$ cat src/rtl/router_input_vc_fifo.sv
// router_input_vc_fifo
// Router input port holding two virtual-channel FIFOs (VC0 = even, VC1 = odd).
// polarity selects which VC is written (polarity) and which is read
// (~polarity), so a single FIFO is never pushed and popped in the same cycle.
// The head flit of the read VC raises exactly one request (pe, cw or ccw).
// A grant counts only when it meets its own request; the flit is then
// forwarded combinationally and popped on that edge. Flits on cw/ccw leave
// with their hop count decremented.
// Optional build macro ROUTER_IN_OCC_EN adds the registered occupancy outputs
// in_occ_even / in_occ_odd.
module router_input_vc_fifo #(
    parameter int DW    = 64,
    parameter int DEPTH = 4
) (
    input  logic          clk,
    input  logic          rst,
    input  logic          polarity,
    input  logic [DW-1:0] ch2in_din,
    input  logic          ch2in_vld,
    output logic          in2ch_rdy,
    output logic          in2cw_req,
    output logic          in2ccw_req,
    output logic          in2pe_req,
    input  logic          cw2in_gnt,
    input  logic          ccw2in_gnt,
    input  logic          pe2in_gnt,
    output logic [DW-1:0] in2out_dout,
`ifdef ROUTER_IN_OCC_EN
    output logic [$clog2(DEPTH+1)-1:0] in_occ_even,
    output logic [$clog2(DEPTH+1)-1:0] in_occ_odd,
`endif
    output logic          in_vc_err
);

    localparam int PW = $clog2(DEPTH);
    localparam int CW = $clog2(DEPTH + 1);

    logic                wr_vc;
    logic                rd_vc;
    logic [1:0]          push_vc;
    logic [1:0]          pop_vc;
    logic [1:0]          full_vc;
    logic [1:0]          empty_vc;
    logic [1:0][DW-1:0]  head_vc;
    logic [1:0][CW-1:0]  count_vc;

    logic                push;
    logic                pop;
    logic [DW-1:0]       head;
    logic [7:0]          head_hop;
    logic                head_dir;
    logic                has_head;
    logic                eff_cw;
    logic                eff_ccw;
    logic                eff_pe;

    assign wr_vc = polarity;
    assign rd_vc = ~polarity;

    // One FIFO per virtual channel; index 0 is the even VC, index 1 the odd VC.
    genvar gi;
    generate
        for (gi = 0; gi < 2; gi++) begin : g_vc
            logic [DW-1:0] mem_reg [DEPTH];
            logic [PW-1:0] wr_ptr_reg;
            logic [PW-1:0] rd_ptr_reg;
            logic [CW-1:0] count_reg;

            assign push_vc[gi] = push & (wr_vc == 1'(gi));
            assign pop_vc[gi]  = pop  & (rd_vc == 1'(gi));

            // Storage, pointers and occupancy; pointers wrap naturally as DEPTH is a power of 2.
            always_ff @(posedge clk) begin
                if (rst) begin
                    for (int i = 0; i < DEPTH; i++) begin
                        mem_reg[i] <= '0;
                    end
                    wr_ptr_reg <= '0;
                    rd_ptr_reg <= '0;
                    count_reg  <= '0;
                end else begin
                    if (push_vc[gi]) begin
                        mem_reg[wr_ptr_reg] <= ch2in_din;
                        wr_ptr_reg          <= wr_ptr_reg + 1'b1;
                    end
                    if (pop_vc[gi]) begin
                        rd_ptr_reg <= rd_ptr_reg + 1'b1;
                    end
                    // push and pop never target the same VC in one cycle
                    if (push_vc[gi]) begin
                        count_reg <= count_reg + 1'b1;
                    end else if (pop_vc[gi]) begin
                        count_reg <= count_reg - 1'b1;
                    end
                end
            end

            assign head_vc[gi]  = mem_reg[rd_ptr_reg];
            assign count_vc[gi] = count_reg;
        end
    endgenerate

    assign full_vc[0]  = (count_vc[0] == CW'(DEPTH));
    assign full_vc[1]  = (count_vc[1] == CW'(DEPTH));
    assign empty_vc[0] = (count_vc[0] == '0);
    assign empty_vc[1] = (count_vc[1] == '0);

`ifdef ROUTER_IN_OCC_EN
    assign in_occ_even = count_vc[0];
    assign in_occ_odd  = count_vc[1];
`endif

    // Input side: ready tracks the write VC; a flit on the wrong VC is dropped and flagged.
    always_comb begin
        in2ch_rdy = rst | ~full_vc[wr_vc];
        push      = 1'b0;
        in_vc_err = 1'b0;
        if (!rst && ch2in_vld && in2ch_rdy) begin
            if (ch2in_din[DW-1] == polarity) begin
                push = 1'b1;
            end else begin
                in_vc_err = 1'b1;
            end
        end
    end

    assign head     = head_vc[rd_vc];
    assign head_hop = head[DW-9:DW-16];
    assign head_dir = head[DW-2];
    assign has_head = ~rst & ~empty_vc[rd_vc];

    // Route the head flit: hop 0 goes to the local PE, otherwise by direction bit.
    always_comb begin
        in2pe_req  = 1'b0;
        in2cw_req  = 1'b0;
        in2ccw_req = 1'b0;
        if (has_head) begin
            if (head_hop == 8'd0) begin
                in2pe_req = 1'b1;
            end else if (!head_dir) begin
                in2cw_req = 1'b1;
            end else begin
                in2ccw_req = 1'b1;
            end
        end
    end

    assign eff_cw  = in2cw_req  & cw2in_gnt;
    assign eff_ccw = in2ccw_req & ccw2in_gnt;
    assign eff_pe  = in2pe_req  & pe2in_gnt;
    assign pop     = eff_cw | eff_ccw | eff_pe;

    // Output flit: unmodified for the PE, hop decremented when leaving on the ring.
    always_comb begin
        in2out_dout = '0;
        if (eff_pe) begin
            in2out_dout = head;
        end else if (eff_cw || eff_ccw) begin
            in2out_dout              = head;
            in2out_dout[DW-9:DW-16]  = head_hop - 8'd1;
        end
    end

endmodule

$ cat config.mk
export PLATFORM = sky130hd
export DESIGN_NAME = router_input_vc_fifo
export DESIGN_NICKNAME = d
export VERILOG_FILES = /design/src/rtl/router_input_vc_fifo.sv
export SDC_FILE = /design/constraint.sdc
export NUM_CORES = 1
export LEC_CHECK = 0
export CAP_MARGIN = 5
export CORE_UTILIZATION = 40
export DETAILED_ROUTE_END_ITERATION = 6
export GPL_TIMING_DRIVEN = 1
export PLACE_DENSITY = 0.7
export SLEW_MARGIN = 20
export SYNTH_ARGS = -nofsm -noshare
export SYNTH_HDL_FRONTEND = slang
export SYNTH_SLANG_ARGS = --single-unit
export TNS_END_PERCENT = 1
$ cat constraint.sdc
create_clock -name clk -period 7.98 [get_ports clk]
set_clock_uncertainty 0.05 [all_clocks]
set_input_delay 1.995 -clock clk [delete_from_list [all_inputs] [get_ports clk]]
set_output_delay 1.995 -clock clk [all_outputs]
set_load 0.05 [all_outputs]
# Word-level counts from Yosys, hierarchy flattened
# Memory sizes are Yosys's and may differ from the RTL's. A register that Yosys moved wholly into a read port is not among the register bits.
# Index checks and enable logic that the tools add are counted.
classes:
  n_addsub: 9
  n_lt_le_gt_ge: 2
  eq_ne: 3
  n_mux: 42
  n_bitwise: 15
  reduce_logical: 11
ops:
  columns: ["cell", "count"]
  rows:
  - ["$mux W64", 6]
  - ["$reduce_or A64 Y1", 2]
  - ["$mux W1", 26]
  - ["$mux W2", 6]
  - ["$mux W3", 4]
  - ["$add A2 B1 Y2 const B", 4]
  - ["$and A1 B1 Y1", 8]
  - ["$logic_not A8 Y1", 1]
  - ["$sub A8 B1 Y8 const B", 1]
  - ["$add A3 B1 Y3 const B", 2]
  - ["$eq A3 B3 Y1 const B", 2]
  - ["$logic_not A3 Y1", 2]
  - ["$sub A3 B1 Y3 const B", 2]
  - ["$lt A1 B2 Y1 const B", 2]
  - ["$not A1 Y1", 4]
  - ["$reduce_bool A2 Y1", 2]
  - ["$or A1 B1 Y1", 3]
  - ["$logic_and A1 B1 Y1", 2]
  - ["$eq A1 B1 Y1", 1]
  - ["$logic_not A1 Y1", 1]
  - ["$logic_or A1 B1 Y1", 1]
word_totals:
  reg_bits: 14
  mem_bits_rw: 512
  mem_count: 2
memory_table:
  columns: ["name", "depth", "width", "read_ports", "rd_clocked_by_memory_dff", "wr", "line_no", "rtl"]
  rows:
  - ["g_vc[0].mem_reg", 4, 64, 1, 1, 4, "64", "logic [DW-1:0] mem_reg [DEPTH];"]
  - ["g_vc[1].mem_reg", 4, 64, 1, 1, 4, "64", null]

# Depth between registers and ports, before layout
depth:
  ltp_word: 13
  mapped_depth: 10
  mapped_depth_nobuf: 8

# Least setup slack after synthesis
# OpenSTA, ideal clock, no wires.
synth_path:
  path_kind: "input port to flip-flop"
  startpoint: "in polarity"
  endpoint: "mem g_vc[0].mem_reg[1][0] (enable)"
  setup_time_ns: 0.574
  t_arrival_ns: 7.588
  t_required_ns: 7.356
  slack_ns: -0.233
  stages: 6
  n_path_buf: 2
  cell_sequence: "clkbuf_1 clkbuf_1 a21oi_1 nor3b_1 nand2_1 o21ai_0"
synth_lines:
  columns: ["item", "line_no", "rtl"]
  rows:
  - ["from (decl)", "17", "input logic polarity,"]
  - ["to (decl)", "64", null]

# Worst setup path in the final report
layout_path:
  startpoint: "in polarity"
  endpoint: "out in2out_dout[29]"
layout_between:
  elab_chain_cells: 9
  word_cells_on_any_way: 21
  classes_between: "mux (14); bitwise (5); reduce/logical (2)"
layout_rtl:
  columns: ["item", "line_no", "rtl"]
  rows:
  - ["$mux W64 (not written as such) / $mux W1 (equally long branches) (2 in series)", "127, 130", null]
  - ["$logic_not A8 Y1, or another cell as far along", "138", "if (head_hop == 8'd0) begin"]
  - ["$mux W1 / $and A1 B1 Y1 (equally long branches)", "138, 130", null]
  - ["$mux W1", "137", "if (has_head) begin"]
  - ["$and A1 B1 Y1 (on tied branches)", "148, 149", null]
  - ["$logic_or A1 B1 Y1", "158", "end else if (eff_cw || eff_ccw) begin"]
  - ["$mux W64", "158", null]
  - ["$mux W64 (*)", "156", "if (eff_pe) begin"]
  - ["to (decl)", "27", "output logic [DW-1:0] in2out_dout,"]
# Every way passes the cells marked *; elsewhere a longest branch is shown, timed or not. The select of a mux whose other input is x is not followed.

==> results.tsv <==
stage	metric	value	unit
power	power share of the combinational group	10.4	%
yosys	sequential area share after synthesis	65.68	%
route	vias per inst	5.455	
cts	clk root buf	clkbuf_16	
floorplanning	Rows	89	
floorplanning	Die W	246.7	microns
yosys	synth warn	0	
yosys	Synth Area per Inst	14.98	sq um
worst_setup_path	critical path cell sequence	buf_2 > buf_4 > nand2b_1 > o22ai_1 > or3_1 > o31a_1 > or3b_4 > buf_4 > a21oi_1 > buf_12	
yosys	Synth Instances	1599	
placement	IO Port Bufs	139	
final_layout	Nets	1799	
global_routing	total track usage	20.35	%
run_status	outcome	finished with violations	
sta	hold_ws	0.4061	ns
cts	Sink Count	530	
power	Total Power	0.006223	W
worst_setup_path	crit path launch type	input port	
yosys	Post-synth EDFFs	512	
hold_path	WHS Path Cells	1	
global_routing	GRT busiest layer	met2	
power	Switch Pwr	0.001461	W
global_routing	met1 usage	28.40	%
route	TritonRoute pass-1 iters	7	
run_status	failing checks	DRC	
hold_path	critical hold path startpoint	g_vc[0].rd_ptr_reg[1]$_SDFFE_PP0P_	
worst_setup_path	critical path data required time	5.94	ns
cts	Post-CTS Resized	0	
final_layout	Area Growth Syn to Fin	19.11	%
placement	Post-DP HPWL	33020	microns
global_routing	total gr overflow	0	
power	Reg power frac	51.9	%
final_layout	final core occ	48.26	%
cts	Post-CTS Setup Bufs	0	
worst_setup_path	Setup Crit Path Kind	in -> out	
sta	final count of negative-setup-slack endpoints	0	
route	via count	13870	
yosys	flops & latches, synth	530	
worst_setup_path	slowest cell on the critical path	or3b_4	
route	DRC errors left	28	
route	final WL	60810	microns
worst_setup_path	critical path endpoint category	primary output	
route	initial drt markers	1181	
cts	TritonCTS buffer count	54	
cts	TritonCTS clock tree	done	
floorplanning	I/O pin count	140	
sta	Worst-Margin Slew	1.094	ns
sta	post-layout min period	7.379	ns
worst_setup_path	WP data arrival	5.33	ns
sta	relative slew slack	26.92	%
power	Power Density	218.1	mW/mm^2
sta	Final Max Slew Viols	0	
worst_setup_path	reg2reg path depth	6	
power	Pleak	10.08	nW
worst_setup_path	Worst setup startpoint	polarity	
route	DR WL/cell	23.92	microns
yosys	Cell variety after synth	50	
floorplanning	Initial Utilization	40.51	%
global_routing	GRT met2 Usage	33.13	%
power	Clk pwr share	37.7	%
global_routing	number of global-route vias before repair	14000	
yosys	post-synthesis instance area	0.02396	sq mm
cts	CTS Hold Buffers Added	0	
global_routing	first-pass GRT wire length	90380	microns
run	Max Cap Viol	0	
cts	Clk Latency, worst-skew pair	0.60	ns
final_layout	max reg flops	512	
sta	RSZ-0062 raised after global routing	no	
sta	Peak Freq	135.5	MHz
global_routing	initial antenna violation count	4	
hold_path	Hold Path Class	reg -> reg	
route	Routed Antenna Nets	0	
cts	htree depth	2	
global_routing	largest net degree at the start of global routing	68	
cts	CTS Buffer Depth	3	
placement	gp weighted congestion	0.7754	
floorplanning	DIE HEIGHT	246.7	microns
worst_setup_path	CP max stage delay	0.66	ns
power	Worst VDD drop	0.0001663	V
worst_setup_path	most frequent CP cell	buf_4	
yosys	fraction of registers with async set/reset	0	%
cts	clock-pin slew on the worst setup and hold paths	0.06	ns
floorplanning	Core ar.	0.05913	sq mm
power	sw frac	23.47	%
global_routing	met3 Resource Use GR	2.865	%
sta	Hold Vio Cnt, Final	0	
floorplanning	die area	0.06087	sq mm
final_layout	commonest cells after routing, fill and taps aside	edfxtp_1 (512), and2_1 (508), nand2_1 (128)	
final_layout	commonest non-fill, non-tap cell in the layout	edfxtp_1	
worst_setup_path	CP max FO	32	
power	Pint	0.004762	W
final_layout	share of layout cells above drive strength 1	18.77	%
yosys	Synth Flop Type	edfxtp_1	
sta	fin crit share	92.47	%
## power by group through the flow
stage	logic [W]	registers (W)	clock network [W]
5_1_grt	0.000693	0.00324	0.00248
2_1_floorplan	0.000393	0.00326	0
3_5_place_dp	0.000652	0.00329	0
4_1_cts	0.000655	0.00323	0.00239
6_report	0.000648	0.00323	0.00235
3_3_place_gp	0.000648	0.00328	0
## per-stage QoR
| stage | area (sq um) | setup slack, ns | setup TNS (ns) | cells |
|---|---|---|---|---|
| 2_1_floorplan | 23970 | -0.09122 | -11.68 | 1602 |
| 3_3_place_gp | 26910 | 0.7242 | 0 | 2442 |
| 3_5_place_dp | 26910 | 0.6503 | 0 | 2442 |
| 4_1_cts | 28520 | 0.6292 | 0 | 2536 |
| 5_1_grt | 28520 | 0.5207 | 0 | 2538 |
| 6_report | 28530 | 0.6007 | 0 | 2542 |
## worst max-delay path: cells and delay by family
| family | cells | cell delay (ns) |
|---|---|---|
| AO/OA/AOI/OAI | 3 | 0.96 |
| buffers and inverters | 4 | 1.03 |
| AND/OR/NAND/NOR | 3 | 1.30 |
## metal layers
| layer | vias up | share of wire [%] |
|---|---|---|
| li1 | 6117 | - |
| met1 | 7166 | 42 |
| met2 | 504 | 49 |
| met3 | 78 | 7.0 |
| met4 | 2 | 2.0 |
| met5 | - | 0.020 |
## worst paths after layout
check / slack [ns] / to
max: 0.60 / in2out_dout[29]
min: 0.41 / register
max reg2reg: 4.32 / register
min reg2reg: 0.41 / register
## Yosys cell counts, types with 2 or more instances
library cell / count / area [sq um]
edfxtp_1: 512 / 15370
and2_1: 508 / 3178
nand2_1: 129 / 484.2
mux4_2: 124 / 2793
clkbuf_1: 85 / 319.1
a21oi_1: 63 / 315.3
mux2i_1: 20 / 200.2
dfxtp_1: 18 / 360.4
buf_1: 14 / 52.55
nor2_1: 14 / 52.55
nor3_1: 11 / 55.05
buf_6: 8 / 90.09
nand3_1: 8 / 40.04
o21ai_0: 7 / 35.03
and3_1: 5 / 31.28
inv_1: 5 / 18.77
nor4_1: 5 / 31.28
or2_2: 5 / 31.28
and4_1: 4 / 35.03
nor2b_1: 4 / 25.02
a311oi_1: 3 / 26.28
a31oi_1: 3 / 18.77
mux2_2: 3 / 33.78
o31a_1: 3 / 26.28
o31ai_1: 3 / 22.52
buf_2: 2 / 10.01
fa_1: 2 / 40.04
nand2b_1: 2 / 12.51
nand4_1: 2 / 12.51
nor3b_1: 2 / 15.01
o21a_1: 2 / 15.01
o22a_1: 2 / 17.52
o22ai_1: 2 / 12.51
or3_1: 2 / 12.51
or4_1: 2 / 15.01
## layout make-up
cell class	count	area, sq um
tap	773	967.2
antenna	6	15.01
multi-input combinational	957	7833
sequential	530	15750
fill	5021	30600
timing repair buffer	176	2335
inverter	6	22.52
clock buffer	66	1460
clock inverter	28	151.4
## logic make-up (layout without fill, tap and decap cells)
kind of cell	Yosys count	count (layout)	synth area share (%)
compound gates	94	94	2.262
xor+xnor	1	1	0.03657
fa+ha+maj	3	3	0.2194
buf+inv	115	276	2.063
flops	530	530	65.68
mux	148	148	12.70
other cells	1	10	0.01565
simple gates	707	707	17.02
Power figures use the tool's default switching activity.
